--- src/rtl/bitcoin_pkg.sv ---
`default_nettype none
// ============================================================================
// Package : bitcoin_pkg
// Shared loader state encoding, header geometry, core command and byte swap.
// Rev     : 1.0
// ============================================================================
package bitcoin_pkg;

  localparam int         HDR_WORDS  = 20;
  localparam logic [3:0] START_CODE = 4'h1;
  localparam int         MAX_DW     = 64;

  typedef enum logic [2:0] {
    IDLE  = 3'd0,
    ISSUE = 3'd1,
    FETCH = 3'd2,
    DRAIN = 3'd3,
    START = 3'd4,
    FAIL  = 3'd5
  } state_t;

  // Reverses the lowest nbytes bytes of d; bytes above nbytes come back as zero.
  function automatic logic [MAX_DW-1:0] byte_swap(input logic [MAX_DW-1:0] d,
                                                  input int                nbytes);
    logic [MAX_DW-1:0] r;
    r = '0;
    for (int i = 0; i < MAX_DW / 8; i++) begin
      if (i < nbytes) begin
        r[8*i +: 8] = d[8*(nbytes-1-i) +: 8];
      end
    end
    return r;
  endfunction

endpackage
`default_nettype wire

--- src/rtl/header_loader.sv ---
`default_nettype none
// ============================================================================
// Module : header_loader
// Fetches one block header through the read master and streams it to the core.
// Rev    : 1.0
// ============================================================================
module header_loader #(
  parameter int         ADDRESSWIDTH = 28,
  parameter int         DATAWIDTH    = 32,
  parameter int         HDR_WORDS    = bitcoin_pkg::HDR_WORDS,
  parameter logic [3:0] START_CODE   = bitcoin_pkg::START_CODE,
  parameter int         TIMEOUT      = 65535,
  parameter bit         SWAP_BYTES   = 1'b1
) (
  input  logic                    clk,
  input  logic                    n_rst,
  input  logic                    job_req,
  input  logic [ADDRESSWIDTH-1:0] job_base,
  output logic                    busy,
  output logic                    job_done,
  output logic                    job_err,
  output logic                    read_control_fixed_location,
  output logic [ADDRESSWIDTH-1:0] read_control_read_base,
  output logic [ADDRESSWIDTH-1:0] read_control_read_length,
  output logic                    read_control_go,
  input  logic                    read_control_done,
  output logic                    read_user_read_buffer,
  input  logic [DATAWIDTH-1:0]    read_user_buffer_output_data,
  input  logic                    read_user_data_available,
  output logic                    shift_out_enable,
  output logic [DATAWIDTH-1:0]    core_out,
  output logic [3:0]              start_out
);
  import bitcoin_pkg::*;

  localparam int                      CW       = $clog2(HDR_WORDS + 1);
  localparam logic [CW-1:0]           LAST_CNT = CW'(HDR_WORDS);
  localparam int                      WW       = (TIMEOUT < 2) ? 2 : $clog2(TIMEOUT + 1);
  localparam logic [WW-1:0]           WD_MAX   = WW'(TIMEOUT);
  localparam logic [ADDRESSWIDTH-1:0] HDR_LEN  = ADDRESSWIDTH'(HDR_WORDS * 4);

  state_t                  state;
  state_t                  next_state;
  logic [CW-1:0]           count;
  logic [WW-1:0]           wd;
  logic                    done_seen;
  logic [ADDRESSWIDTH-1:0] base;
  logic [DATAWIDTH-1:0]    word_in;
  logic                    accept;
  logic                    pop;
  logic                    full;
  logic                    done_any;
  logic                    wd_expired;

  assign accept     = (state == IDLE) && job_req;
  assign full       = (count == LAST_CNT);
  assign pop        = (state == FETCH) && !full && read_user_data_available;
  assign done_any   = done_seen || read_control_done;
  assign wd_expired = (wd == WD_MAX);

  assign read_user_read_buffer       = pop;
  assign read_control_fixed_location = 1'b0;
  assign read_control_read_length    = HDR_LEN;
  assign read_control_read_base      = base;

  generate
    if (SWAP_BYTES) begin : g_swap
      logic [MAX_DW-1:0] swapped;
      assign swapped = byte_swap(MAX_DW'(read_user_buffer_output_data), DATAWIDTH / 8);
      assign word_in = swapped[DATAWIDTH-1:0];
    end else begin : g_noswap
      assign word_in = read_user_buffer_output_data;
    end
  endgenerate

  always_ff @(posedge clk or negedge n_rst) begin
    if (!n_rst) begin
      state <= IDLE;
    end else begin
      state <= next_state;
    end
  end

  // Leaving FETCH waits for the cycle after the final pop so START never
  // coincides with the last core strobe.
  always_comb begin
    next_state = state;
    case (state)
      IDLE:    if (job_req) next_state = ISSUE;
      ISSUE:   next_state = FETCH;
      FETCH: begin
        if (full) begin
          next_state = done_any ? START : DRAIN;
        end else if (!pop && wd_expired) begin
          next_state = FAIL;
        end
      end
      DRAIN: begin
        if (done_any) begin
          next_state = START;
        end else if (wd_expired) begin
          next_state = FAIL;
        end
      end
      START:   next_state = IDLE;
      FAIL:    next_state = IDLE;
      default: next_state = IDLE;
    endcase
  end

  always_ff @(posedge clk or negedge n_rst) begin
    if (!n_rst) begin
      base      <= '0;
      count     <= '0;
      wd        <= '0;
      done_seen <= 1'b0;
    end else begin
      if (accept) begin
        base <= job_base;
      end

      if (accept) begin
        count <= '0;
      end else if (pop) begin
        count <= count + CW'(1);
      end

      if (accept) begin
        done_seen <= 1'b0;
      end else if ((state == FETCH || state == DRAIN) && read_control_done) begin
        done_seen <= 1'b1;
      end

      // Saturates at the limit so an expired watchdog stays expired.
      if ((state == FETCH || state == DRAIN) && !pop) begin
        if (!wd_expired) begin
          wd <= wd + WW'(1);
        end
      end else begin
        wd <= '0;
      end
    end
  end

  always_ff @(posedge clk or negedge n_rst) begin
    if (!n_rst) begin
      busy             <= 1'b0;
      job_done         <= 1'b0;
      job_err          <= 1'b0;
      read_control_go  <= 1'b0;
      shift_out_enable <= 1'b0;
      core_out         <= '0;
      start_out        <= 4'h0;
    end else begin
      busy             <= (next_state != IDLE);
      job_done         <= (next_state == START);
      read_control_go  <= (next_state == ISSUE);
      start_out        <= (next_state == START) ? START_CODE : 4'h0;
      shift_out_enable <= pop;
      if (pop) begin
        core_out <= word_in;
      end
      if (accept) begin
        job_err <= 1'b0;
      end else if (next_state == FAIL) begin
        job_err <= 1'b1;
      end
    end
  end

endmodule
`default_nettype wire

--- config.mk ---
export PLATFORM = sky130hd
export DESIGN_NAME = header_loader
export DESIGN_NICKNAME = d
export VERILOG_FILES = /design/src/rtl/bitcoin_pkg.sv /design/src/rtl/header_loader.sv
export SDC_FILE = /design/constraint.sdc
export NUM_CORES = 1
export LEC_CHECK = 0
export BUFFER_PORTS_ARGS = -buffer_cell sky130_fd_sc_hd__buf_2
export CAP_MARGIN = 20
export CORE_MARGIN = 10
export CORE_UTILIZATION = 48
export CTS_CLUSTER_SIZE = 30
export DETAILED_ROUTE_END_ITERATION = 6
export PLACE_DENSITY = 0.8
export SETUP_SLACK_MARGIN = 0.15
export SKIP_LAST_GASP = 1
export SLEW_MARGIN = 20
export SYNTH_ARGS = -nofsm -noshare
export SYNTH_HDL_FRONTEND = slang
export SYNTH_SLANG_ARGS = --single-unit
--- constraint.sdc ---
create_clock -name clk -period 2.15 [get_ports clk]
set_input_delay 0.215 -clock clk [delete_from_list [all_inputs] [get_ports clk]]
set_output_delay 0.215 -clock clk [all_outputs]
set_load 0.01 [all_outputs]
==> flow_metrics.py, run 1 <==
metrics = {
    "detailed_routing": {
        "via_per_inst": 4.835,
        "ant_nets": 0,
        "wl_per_cell_microns": 15.26,
        "drtIter0Drc": 98,
        "drt-total-wl_microns": 9644,
        "dr_total_vias": 3056,
        "firstDrtPassIters": 4,
        "remaining_drc_errors": 0,
    },
    "logic_synthesis": {
        "synth-xor-area-share_pct": 3.274,
        "ys_top_cells_by_area": "dfrtp_1 56%, nand2_1 10%, mux2_2 7.9%",
        "synth-warning-count": 0,
        "yosys.area_share.simple_pct": 19.52,
        "yosysTopAreaCellShare_pct": 56.13,
        "synth_ff_type": "dfrtp_1",
        "synthArstFlopShare_pct": 100.0,
        "netlist-cell-type-count": 44,
        "synth-seq-area-share_pct": 56.13,
        "synth_commonest_cells": "108 x nand2_1, 90 x dfrtp_1, 33 x buf_4, 28 x mux2_2, 27 x nor2_1",
        "synth_top_family_by_area": "simple AND/OR/NAND/NOR gates",
        "yosys.area_share.adder_pct": 0.9355,
        "yosys.area.top_type": "dfrtp_1",
        "synth_compound_area_share_pct": 3.430,
        "netlist_instances": 381,
        "synth_enable_flop_cells": 0,
        "muxShareOfSynthArea_pct": 8.107,
        "ys_seq_elements": 90,
        "yosysMostFrequentCell": "nand2_1",
        "syn_avg_cell_area_sq_um": 10.53,
        "netlist_area_sq_um": 4013,
    },
    "worst_setup_path": {
        "rr_worst_depth": 6,
        "arrival_ns": 2.15,
        "reg2reg_slack_ns": 0.23,
        "crit_path_start_kind": "register",
        "critPathCaptureType": "register",
        "reg2reg_from": "wd[1]$_DFFE_PN0P_",
        "cp.required_ns": 2.38,
        "cp_max_fo": 5,
        "r2r-end": "busy$_DFF_PN0_",
        "worstSetupPathType": "register to register",
    },
    "power_and_ir_drop": {
        "pwr-share-comb_pct": 38.4,
        "internal_power_uw": 3956,
        "pwr-share-clk_pct": 18.4,
        "p_per_area_nw_per_um2": 1268,
        "p_leak_uw": 0.002586,
        "p_sw_uw": 2331,
        "swShare_pct": 37.08,
        "seq_power_share_pct": 43.2,
        "ir_drop_mv": 0.6055,
    },
    "grt": {
        "grt-ovfl-total": 0,
        "antenna_found_initial": 0,
        "grt_util_all_layers_pct": 14.99,
        "grt_pass1_wl_microns": 15850,
        "grt_max_degree": 53,
        "grt_pass1_vias": 3232,
    },
    "cts": {
        "cts_root_buf": "clkbuf_8",
        "clockBufferDepth": 2,
        "insertion_delay_ns": 0.35,
        "cts_sinks": 90,
        "cts_made_buffers": 9,
        "cts_tree": "yes",
        "htreeDepth": 3,
        "clkSlewWorstSetupHoldPaths_ns": 0.09,
    },
    "timing": {
        "rsz0062_at_grt": "true",
        "skew_ns": 0.009218,
        "hold_ws_ns": 0.04561,
        "hold_viol": 0,
        "slew_headroom_pct": 56.70,
        "worst_slew_pin_slew_ns": 0.6495,
        "drv_slew": 0,
        "setup_tns_ns": 0,
        "period_minus_slack_ns": 1.918,
        "setup_viol": 0,
        "period_share_pct": 89.20,
        "setup_slack_ns": 0.2322,
        "clock.fmax_mhz": 521.4,
    },
    "placed_design": {
        "gp_routability_congestion": 0.8013,
        "placed_cell_area_sq_um": 4663,
        "pre_cts_ws_ns": 0.1930,
        "hpwl_microns": 7236,
        "numPortBuffers": 131,
    },
    "flow_run": {
        "maxCapViolCount": 0,
    },
    "finish": {
        "drive_gt1_share_pct": 38.52,
        "antenna-diode-count": 0,
        "design_area_sq_um": 4959,
        "synthToLayoutAreaGrowth_pct": 23.57,
        "utilization_pct": 60.65,
        "nets": 590,
    },
    "floorplan": {
        "die_width_microns": 111.4,
        "die_area_sq_um": 12420,
        "start_util_pct": 49.08,
        "ios": 164,
        "rows": 33,
        "core_area_sq_um": 8175,
        "dieHeight_microns": 111.4,
    },
    "run_status": {
        "status": "complete, no violations",
    },
    "min_path": {
        "whs_path_depth": 3,
        "min_from": "read_user_buffer_output_data[20]",
        "hold_path.class": "primary input to register",
        "whs_endpoint": "core_out[12]$_DFFE_PN0P_",
    },
}
critical path: stages, from the launching register on:
cell and delay [ns]:
dfrtp_1 0.41, ha_4 0.17, nand4_1 0.16, nor4_4 0.41, buf_4 0.20, o211ai_4 0.08
or3_1 0.36
registers in the layout, summed over array words and instances, names as in the netlist, 3 cells and up:
signal	flops
core_out	32
read_control_read_base	28
wd	16
count	5
state	3
metal layers:
| metal | wire length [microns] | track usage, % | vias up |
|---|---|---|---|
| li1 | - | - | 1455 |
| met5 | 0 | 0 | - |
| met2 | 4451 | 23.45 | 132 |
| met4 | 139 | 5.141 | 0 |
| met1 | 3873 | 17.07 | 1458 |
| met3 | 1179 | 8.213 | 11 |
cells in the final DEF, fill, tap and decap left out, types with 2 or more instances in the layout:
cell / n
a211oi_1: 3
a21oi_1: 7
and3_1: 2
buf_2: 130
buf_4: 14
clkbuf_8: 9
clkinv_4: 2
clkinvlp_4: 2
conb_1: 32
dfrtp_1: 90
ha_1: 2
inv_1: 5
mux2_2: 28
nand2_1: 107
nand3_1: 3
nand3_2: 2
nand4_1: 3
nor2_1: 27
nor2b_1: 3
nor3_1: 10
o21ai_0: 2
xnor2_1: 10
xor2_1: 5
stage by stage:
step | std cells | power [uW]
after global placement | 607 | 5022
final | 632 | 6287
after floorplan | 411 | 4143
after detailed placement | 607 | 5137
after global routing | 632 | 6791
after CTS | 625 | 6332
repair_timing:
item / 4_1_cts / 5_1_grt
hold buffers: 1 / 0
endpoints found under the hold margin: 51 / 0
endpoints found under the setup margin: 1 / 9
setup buffers: 1 / 7
pin swaps: 0 / 3
resized for setup: 1 / 4
worst max path at each step:
| stage | end | slack [ns] | cells past startpoint | start |
|---|---|---|---|---|
| global route | read_user_read_buffer | 0.12 | 7 | count[1]$_DFFE_PN0P_ |
| detailed placement | busy$_DFF_PN0_ | 0.19 | 6 | wd[0]$_DFFE_PN0P_ |
| CTS | read_user_read_buffer | 0.16 | 7 | count[1]$_DFFE_PN0P_ |
| finish | busy$_DFF_PN0_ | 0.23 | 6 | wd[1]$_DFFE_PN0P_ |
| global placement | busy$_DFF_PN0_ | 0.29 | 6 | wd[0]$_DFFE_PN0P_ |
| floorplan | read_user_read_buffer | 0.38 | 8 | count[0]$_DFFE_PN0P_ |
cell type report:
class                   instances  area (sq um)
fillers                       698          3217
clock buffers                   9         123.9
flip-flops and latches         90          2252
clock inverters                 7         78.83
repair buffers                146         785.8
multi-input cells             269          1562
inverters                       6         25.02
well taps                     105         131.4
power groups by stage:
stage,clock (uW),sequential [uW],combinational [uW]
2_1_floorplan,0,3010,1140
3_3_place_gp,0,2700,2320
3_5_place_dp,0,2730,2400
4_1_cts,1200,2710,2420
5_1_grt,1280,2810,2700
6_report,1160,2720,2410
cells by family after synthesis:
family	after synthesis
flip-flops	90
AND/OR/NAND/NOR	171
other	2
buffers and inverters	52
multiplexers	29
adder cells (fa/ha/maj)	3
AO/OA/AOI/OAI	19
XOR/XNOR	15
No activity file was read; power rests on OpenSTA's default activity.
==> inputs of run 2 (changes only) <==
--- a/config.mk
+++ b/config.mk
@@ -7,11 +7,13 @@
 export LEC_CHECK = 0
 export BUFFER_PORTS_ARGS = -buffer_cell sky130_fd_sc_hd__buf_2
 export CAP_MARGIN = 20
+export CELL_PAD_IN_SITES_DETAIL_PLACEMENT = 0
+export CELL_PAD_IN_SITES_GLOBAL_PLACEMENT = 2
 export CORE_MARGIN = 10
-export CORE_UTILIZATION = 48
+export CORE_UTILIZATION = 29
 export CTS_CLUSTER_SIZE = 30
 export DETAILED_ROUTE_END_ITERATION = 6
-export PLACE_DENSITY = 0.8
+export PLACE_DENSITY_LB_ADDON = 0.1
 export SETUP_SLACK_MARGIN = 0.15
 export SKIP_LAST_GASP = 1
 export SLEW_MARGIN = 20
==> run 2 against run 1 <==
Worst hold slack better by 0.016 ns; final cell count up 11%; flip-flop and latch count unchanged; via count decreased by 3.6%; non-clock buffer count stayed put; count of clock-buffer cells in the layout rose by 6; power is 5.8% higher; die area increased by 53%; clock skew down 0.0046 ns; critical endpoint is now read_user_read_buffer.
==> flow_metrics.py, run 2 (synthesis gave the netlist of run 1 again) <==
metrics = {
    "timing": {
        "setup_tns_ns": 0,
        "hold_ws_ns": 0.06120,
        "hold_viol": 0,
        "rsz0062_at_grt": "false",
        "period_share_pct": 86.82,
        "skew_ns": 0.004628,
        "drv_slew": 0,
        "period_minus_slack_ns": 1.867,
        "clock.fmax_mhz": 535.7,
        "setup_viol": 0,
    },
    "min_path": {
        "hold_path.class": "primary input to register",
        "whs_endpoint": "core_out[27]$_DFFE_PN0P_",
        "whs_path_depth": 3,
        "min_from": "read_user_buffer_output_data[3]",
    },
    "placed_design": {
        "hpwl_microns": 7627,
        "gp_routability_congestion": 0.7411,
        "numPortBuffers": 131,
    },
    "detailed_routing": {
        "wl_per_cell_microns": 14.63,
        "firstDrtPassIters": 4,
        "drtIter0Drc": 87,
        "ant_nets": 0,
        "dr_total_vias": 2947,
        "via_per_inst": 4.192,
        "drt-total-wl_microns": 10290,
        "remaining_drc_errors": 0,
    },
    "cts": {
        "clkSlewWorstSetupHoldPaths_ns": 0.06,
        "htreeDepth": 3,
        "cts_root_buf": "clkbuf_16",
        "insertion_delay_ns": 0.34,
        "cts_made_buffers": 9,
        "clockBufferDepth": 2,
        "cts_tree": "yes",
        "cts_sinks": 90,
    },
    "finish": {
        "synthToLayoutAreaGrowth_pct": 27.72,
        "antenna-diode-count": 0,
        "layout_commonest_cell": "buf_2",
        "regMostFlops": "core_out",
        "nets": 590,
        "drive_gt1_share_pct": 37.57,
        "layout_common_cells": "130 x buf_2, 108 x nand2_1, 90 x dfrtp_1",
        "fillerInstances": 1383,
        "largest_reg_flops": 32,
    },
    "worst_setup_path": {
        "worstSetupPathType": "register to output port",
        "reg2reg_from": "count[0]$_DFFE_PN0P_",
        "path_cells": "inv_1 -> ha_1 -> and4b_4 -> nor2_4 -> nand3_4 -> inv_6 -> buf_2",
        "cp_slowest_cell": "dfrtp_1",
        "rr_worst_depth": 7,
        "crit_family": "simple AND/OR/NAND/NOR gates",
        "crit_path_start_kind": "register",
        "critPathCaptureType": "output port",
        "arrival_ns": 1.65,
        "slowest_delay_ns": 0.39,
        "r2r-end": "busy$_DFF_PN0_",
        "crit_buf_inv": 3,
        "reg2reg_slack_ns": 0.29,
        "cp.required_ns": 1.93,
        "cp_max_fo": 5,
    },
    "grt": {
        "grt-ovfl-total": 0,
        "grt_util_all_layers_pct": 11.03,
        "grt_pass1_wl_microns": 16280,
        "antenna_found_initial": 0,
        "grt_pass1_vias": 3082,
        "grt_max_degree": 58,
    },
    "power_and_ir_drop": {
        "p_per_area_nw_per_um2": 1298,
        "ir_drop_mv": 0.6822,
        "p_leak_uw": 0.002624,
    },
    "floorplan": {
        "die_width_microns": 137.6,
        "ios": 164,
        "rows": 42,
        "start_util_pct": 29.94,
        "dieHeight_microns": 137.6,
        "core_area_sq_um": 13400,
        "die_area_sq_um": 18940,
    },
    "flow_run": {
        "maxCapViolCount": 0,
    },
    "run_status": {
        "status": "complete, no violations",
    },
}
## run 2: cell types whose count changed in the layout (fill, tap and decap cells not counted), sizes merged
cell	before	now
clkbuf	9	15
clkinv	3	0
inv	7	6
clkinvlp	2	1
bufinv	1	0
## run 2: how the worst max path moves through the flow
stage | start | end | slack [ns] | cells after the start
3_3_place_gp | count[0]$_DFFE_PN0P_ | core_out[29]$_DFFE_PN0P_ | 0.30 | 9
5_1_grt | count[0]$_DFFE_PN0P_ | read_user_read_buffer | 0.15 | 7
3_5_place_dp | count[0]$_DFFE_PN0P_ | count[3]$_DFFE_PN0P_ | 0.27 | 9
2_1_floorplan | count[0]$_DFFE_PN0P_ | read_user_read_buffer | 0.38 | 8
4_1_cts | count[0]$_DFFE_PN0P_ | read_user_read_buffer | 0.16 | 7
6_report | count[0]$_DFFE_PN0P_ | read_user_read_buffer | 0.28 | 7
## run 2: power breakdown
part / switching [uW] / internal (uW)
sequential: 346 / 2360
combinational: 1360 / 1080
clock: 630 / 880
## run 2: per-stage QoR
stage	utilization, %	worst slack (ns)	instance area, sq um	std cells	power (uW)
3_5_place_dp	35.80	0.2749	4797	684	5207
5_1_grt	38.24	0.1525	5125	703	7202
2_1_floorplan	-	0.3843	4125	411	4143
4_1_cts	38.10	0.1556	5105	702	6800
6_report	38.24	0.2833	5125	703	6652
3_3_place_gp	35.80	0.2980	4797	684	5194
## run 2: worst register-to-register path, cell delays in order (launching register included)
cell      delay, ns
dfrtp_1        0.41
inv_1          0.07
ha_1           0.13
and4b_4        0.29
nor2_4         0.06
o21ai_0        0.31
o211ai_4       0.10
or3_1          0.37
## run 2: what timing repair did
item,4_1_cts,5_1_grt
endpoints found under the setup margin,1,15
cloned,0,0
endpoints found under the hold margin,33,0
setup buffers,1,1
pin swaps,0,1
resized for setup,2,2
hold buffers,1,0
## run 2: layout make-up
type	instances	area (sq um)	area share, %
flip-flops and latches	90	2252	43.95
multi-input cells	269	1554	30.32
repair buffers	146	785.8	15.33
clock buffers	15	277.8	5.420
well taps	176	220.2	4.297
inverters	6	27.53	0.5371
clock inverters	1	7.507	0.1465
## run 2: routing by layer
| metal | track usage (%) | part of all wire (%) | routed length [microns] |
|---|---|---|---|
| met5 | 0 | 0 | 0 |
| met4 | 3.162 | 1.1 | 117 |
| met3 | 6.191 | 10 | 1041 |
| met2 | 16.68 | 46 | 4764 |
| met1 | 13.11 | 42 | 4364 |
